File: src/rtl/alu_operand_loader.sv
// alu_operand_loader: collects operand A (with opcode) then B, holds them on the ALU, captures and hands off the result
module alu_operand_loader #(
    parameter int EXEC_CYC = 1
) (
    input  logic       clk,
    input  logic       reset,
    input  logic       in_valid,
    output logic       in_ready,
    input  logic [7:0] in_data,
    input  logic [2:0] in_op,
    output logic [7:0] alu_a,
    output logic [7:0] alu_b,
    output logic       alu_op,
    output logic       alu_s1,
    output logic       alu_s2,
    input  logic [8:0] alu_out,
    output logic       res_valid,
    input  logic       res_ready,
    output logic [8:0] res_data,
    output logic [2:0] res_op,
    output logic [7:0] op_count
);
    typedef enum logic [1:0] {GET_A, GET_B, EXEC, HOLD} state_t;
    localparam logic [1:0] LAST = 2'(EXEC_CYC - 1);
    state_t     state;
    logic [1:0] exec_cnt;
    // operand words are only taken while collecting, never while reset is held
    assign in_ready = ~reset & (state == GET_A || state == GET_B);
    // sequencer: capture A/opcode, capture B, wait EXEC_CYC cycles, hold result until taken
    always_ff @(posedge clk) begin
        if (reset) begin
            state     <= GET_A;
            alu_a     <= '0;
            alu_b     <= '0;
            alu_op    <= 1'b0;
            alu_s1    <= 1'b0;
            alu_s2    <= 1'b0;
            res_data  <= '0;
            res_op    <= '0;
            res_valid <= 1'b0;
            op_count  <= '0;
            exec_cnt  <= '0;
        end else begin
            case (state)
                GET_A: if (in_valid) begin
                    alu_a                    <= in_data;
                    {alu_op, alu_s1, alu_s2} <= in_op;
                    state                    <= GET_B;
                end
                GET_B: if (in_valid) begin
                    alu_b    <= in_data;
                    exec_cnt <= '0;
                    state    <= EXEC;
                end
                EXEC: begin
                    exec_cnt <= exec_cnt + 2'd1;
                    if (exec_cnt == LAST) begin
                        res_data  <= alu_out;
                        res_op    <= {alu_op, alu_s1, alu_s2};
                        res_valid <= 1'b1;
                        state     <= HOLD;
                    end
                end
                HOLD: if (res_ready) begin
                    res_valid <= 1'b0;
                    op_count  <= op_count + 8'd1;
                    state     <= GET_A;
                end
                default: state <= GET_A;
            endcase
        end
    end
endmodule

File: config.mk
export PLATFORM = sky130hd
export DESIGN_NAME = alu_operand_loader
export DESIGN_NICKNAME = d
export VERILOG_FILES = /design/src/rtl/alu_operand_loader.sv
export SDC_FILE = /design/constraint.sdc
export NUM_CORES = 1
export LEC_CHECK = 0
export CAP_MARGIN = 20
export CORE_MARGIN = 5
export CORE_UTILIZATION = 33
export DETAILED_ROUTE_END_ITERATION = 6
export SETUP_SLACK_MARGIN = 0.3
export SLEW_MARGIN = 5
export SYNTH_ARGS = -nofsm -noshare
export SYNTH_HDL_FRONTEND = slang
export SYNTH_SLANG_ARGS = --single-unit
File: constraint.sdc
create_clock -name clk -period 1.6 [get_ports clk]
set_input_delay 0.24 -clock clk [delete_from_list [all_inputs] [get_ports clk]]
set_output_delay 0.24 -clock clk [all_outputs]
set_load 0.1 [all_outputs]
After elaboration in Yosys (flattened, before gate mapping)
Cells that the tools add are included.
Widths: inputs -> output; s select.
{"block": "totals", "n_memories": 0, "latch_bits": 0, "mem_bits_ro": 0, "ram_bits": 0, "ff_bits": 44, "word_cells": 44}
{"block": "op_classes", "reduce_logical": 12, "shift": 0, "mux": 10, "add_sub_neg": 2, "n_lt_le_gt_ge": 0, "n_mul": 0, "div": 0, "bitwise": 2, "eq_ne": 7}
{"op": "$mux 2", "n": 5}
{"op": "$reduce_and 2->1", "n": 5}
{"op": "$add 8x1->8 const B", "n": 1}
{"op": "$ne 2x2->1 const B", "n": 4}
{"op": "$pmux 2 s4", "n": 1}
{"op": "$eq 2x2->1 const B", "n": 2}
{"op": "$logic_not 2->1", "n": 2}
{"op": "$pmux 2 s2", "n": 1}
{"op": "$reduce_and 4->1", "n": 1}
{"op": "$reduce_bool 2->1", "n": 2}
{"op": "$reduce_and 3->1", "n": 1}
{"op": "$add 2x1->2 const B", "n": 1}
{"op": "$eq 2x1->1 const B", "n": 1}
{"op": "$mux 1", "n": 2}
{"op": "$pmux 1 s2", "n": 1}
{"op": "$and 1x1->1", "n": 1}
{"op": "$logic_or 1x1->1", "n": 1}
{"op": "$not 1->1", "n": 1}

Longest topological paths before layout
{"block": "logic_depth", "word_depth": 3, "mapped_depth": 6, "mapped_depth_nobuf": 5}

Worst setup path before layout
Ideal clock, no wire load.
{"block": "synth_timing", "path_kind": "reg-to-output", "from": "reg state[1]", "to": "out in_ready", "slack_ps": -867, "n_path_buf": 1, "t_arrival_ps": 2227, "path_stages_with_launch": 6, "t_required_ps": 1360, "cell_sequence": "dfxtp_1 > inv_1 > ha_1 > clkbuf_1 > nor2_1 > nor2_1"}
{"block": "synth_between", "elab_chain_cells": 3, "elab_cells_between_ends": 4}
{"element": "start: declaration", "line_no": "25", "rtl": "state_t state;"}
{"element": "start signal: assignment", "line_no": "32", "rtl": "state <= GET_A;"}
{"element": "start signal: assignment", "line_no": "48", "rtl": "state <= GET_B;"}
{"element": "start signal: assignment", "line_no": "53", "rtl": "state <= EXEC;"}
{"element": "$eq 2x1->1 / $logic_not 2->1 (equally long branches)", "line_no": "28", "rtl": "assign in_ready = ~reset & (state == GET_A || state == GET_B);"}
{"element": "$logic_or 1x1->1 *", "line_no": "28"}
{"element": "$and 1x1->1 *", "line_no": "28"}
{"element": "end: declaration", "line_no": "8", "rtl": "output logic in_ready,"}
Every way passes the cells marked *; elsewhere a longest branch is shown, timed or not.

Final worst setup path
Ends and elaborated chain as after synthesis.

==> flow_summary.yaml <==
run_status:
  status: "finished, final reports clean"
detailed_routing:
  wl_um: 5200
  drt-initial-drc-count: 94
  drcViolationCount: 0
  drtPass1Iterations: 4
  routedWlPerCell_um: 13.9
  routed-via-count: 1797
  viasPerCell: 4.79
  ant_nets: 0
pwr:
  p_switching_mw: 2.44
  power_leakage_nw: 1.28
  share_seq_of_total_power: 0.271
  switching_share: 0.448
  finalPower_mw: 5.44
  power.internal_mw: 3.00
  combPwrFrac: 0.601
  p_per_area_nw_per_um2: 1550
  vdd_drop_max_mv: 1.40
  clock_power_share: 0.128
cts:
  clk_latency_ns: 0.29
  cts_hold_buffers: 0
  cts_sinks: 44
  cts.htree.levels: 2
  numCtsBuffers: 5
  clockBufferDepth: 2
  cts_tree: "done"
  clk_pin_slew_worst_paths_ns: 0.08
  cts-root-buf: "clkbuf_8"
placed_design:
  port-buffer-count: 64
  dp_hpwl_um: 3570
  gp_congestion: 0.770
  place_inst: 351
final_layout:
  drive_gt1_frac: 0.416
  layout.cells.non_filler: 375
  area_growth_pct: 100
  nNetsFinal: 335
  n_antenna_cell: 0
sta:
  max_freq_mhz: 657
  setup_violations: 0
  finalHoldViolations: 0
  finalMaxSlewViolations: 0
  layout_min_cycle_time_ns: 1.52
  rsz0062_at_grt: "true"
  period_share: 0.951
  setup_tns_ns: 0
  fin_worst_skew_ns: 0.00370
  worstMarginPinSlew_ns: 0.417
  slew-limit-headroom: 0.721
worst_setup_path:
  critPathKind: "flop to output port"
  cp.required_ns: 1.36
  worstPathArrival_ns: 1.28
  worstPathMaxFanout: 3
  start_kind: "flop"
  crit_path_end_kind: "output port"
yosys:
  synth_nets: 248
  ys_seq_area_frac: 0.503
  synth_warnings: 0
  synthCells: 217
  ys_seq_elements: 44
  synth_area_sq_um: 1750
  ys_types: 26
  syn_area_per_cell_sq_um: 8.07
floorplan:
  std_cell_rows: 26
  num_io_pins: 65
  die_w_um: 82.9
  dieHeight_um: 82.9
  dieArea_sq_um: 6860
  core_sq_um: 5140
  start_util: 0.341
grt:
  grt_overflow: 0
  grt_pass1_vias: 1611
  grt_pass1_wl_um: 8350
  grt_use_total: 0.146
  antenna_found_initial: 0
  grt_max_degree: 23
flow_run:
  drv_cap: 0
worst_hold_path:
  min-delay-path-class: "flop to flop"
[synthesized netlist by cell type (all sizes together)]
library cell | n | area (sq um)
nand2b | 1 | 6.26
a21oi | 39 | 195
ha | 7 | 87.6
nand3 | 12 | 60.1
o211a | 1 | 10.0
dfxtp | 44 | 881
clkbuf | 10 | 37.5
o31ai | 1 | 7.51
inv | 7 | 26.3
xnor2 | 1 | 8.76
a32oi | 1 | 8.76
o211ai | 1 | 7.51
xor2 | 1 | 8.76
and2 | 2 | 12.5
nand2 | 65 | 244
nor2b | 2 | 12.5
o21ba | 1 | 10.0
buf | 1 | 5.00
mux2i | 2 | 20.0
or3 | 4 | 25.0
nor2 | 5 | 18.8
or4 | 2 | 15.0
nand4 | 2 | 18.8
o21ai | 4 | 20.0
nor3 | 1 | 5.00
[final timing paths]
| path | start | cells after the start | endpoint | slack [ns] |
|---|---|---|---|---|
| worst max-delay path | state[1] | 6 | in_ready | 0.08 |
| worst min-delay path | exec_cnt[0] | 2 | exec_cnt[0] | 0.47 |
| worst max register to register | state[0] | 5 | state[0] | 0.08 |
| worst min register to register | exec_cnt[0] | 2 | exec_cnt[0] | 0.47 |
[cells by family (layout without fill, tap and decap cells)]
logic type | count (synthesis) | count (layout) | synth area share
xor gates and xnor gates | 2 | 2 | 0.0100
and+or+nand+nor | 96 | 97 | 0.239
AOI/OAI and AO/OA | 48 | 48 | 0.148
DFF | 44 | 44 | 0.503
adders and majority gates | 7 | 7 | 0.0500
muxes | 2 | 2 | 0.0114
buffers and inverters | 18 | 105 | 0.0393
[timing repair]
item                                    4_1_cts  5_1_grt
resized for setup                            16       44
pin swaps                                     3       14
buffers inserted                              3       11
hold endpoints to repair                      0        0
cloned                                        1        1
endpoints found under the setup margin       29       36
[critical path, stage by stage (launching register included)]
cell	delay [ns]
dfxtp_4	0.38
inv_4	0.05
ha_4	0.16
buf_8	0.11
nor2_4	0.09
nor2_4	0.04
buf_12	0.16
[power groups by stage]
stage | clock network (mW) | logic, mW | registers, mW
5_1_grt | 0.777 | 3.45 | 1.50
4_1_cts | 0.734 | 2.86 | 1.47
3_3_place_gp | 0 | 2.63 | 1.48
2_1_floorplan | 0 | 0.827 | 2.35
3_5_place_dp | 0 | 2.65 | 1.48
6_report | 0.697 | 3.27 | 1.47
[stage by stage]
step / hold WS [ns] / setup slack, ns / util / cell area [sq um]
floorplan: 0.376 / 0.141 / - / 1860
global placement: 0.444 / 0.0295 / 0.594 / 3050
detailed placement: 0.450 / 0.0165 / 0.594 / 3050
CTS: 0.467 / 0.0827 / 0.629 / 3230
global route: 0.497 / 0.0344 / 0.682 / 3510
finish: 0.468 / 0.0780 / 0.682 / 3510
[final cells by class]
| class | instances | area [sq um] |
|---|---|---|
| Clock buffer | 8 | 90.1 |
| Timing Repair Buffer | 90 | 1330 |
| Multi-Input combinational cell | 156 | 1050 |
| Tap cell | 70 | 87.6 |
| Inverter | 7 | 31.3 |
| Fill cell | 419 | 1630 |
| Sequential cell | 44 | 917 |
[flip-flops by register name, indices dropped and copies added (netlist names), 2 cells and up]
| name | count |
|---|---|
| res_data | 9 |
| alu_a | 8 |
| alu_b | 8 |
| op_count | 8 |
| res_op | 3 |
| exec_cnt | 2 |
| state | 2 |
[metal layers]
layer / part of all wire / global-route usage / wire length [um] / up-vias
li1: - / - / - / 899
met3: 0.032 / 0.0356 / 169 / 5
met2: 0.50 / 0.232 / 2600 / 42
met4: 0.013 / 0.0446 / 66 / 0
met1: 0.46 / 0.196 / 2370 / 851
met5: 0 / 0 / 0 / -
[cell usage in the layout (no fill, tap or decap), types with 3 or more instances in the layout]
| cell type | Yosys | final |
|---|---|---|
| nand2_1 | 65 | 51 |
| buf_12 | 0 | 44 |
| inv_1 | 7 | 5 |
| buf_8 | 0 | 3 |
| a21oi_2 | 0 | 7 |
| nor2_1 | 5 | 3 |
| or3_4 | 0 | 3 |
| o21ai_0 | 4 | 3 |
| nand3_1 | 12 | 9 |
| clkdlybuf4s50_1 | 0 | 23 |
| dfxtp_1 | 44 | 33 |
| a21oi_1 | 39 | 32 |
| clkbuf_8 | 0 | 6 |
| dfxtp_4 | 0 | 9 |
| nand2_2 | 0 | 12 |
| ha_4 | 0 | 5 |
| buf_4 | 0 | 13 |
| buf_6 | 0 | 7 |
No activity file was read; power rests on OpenSTA's default activity.
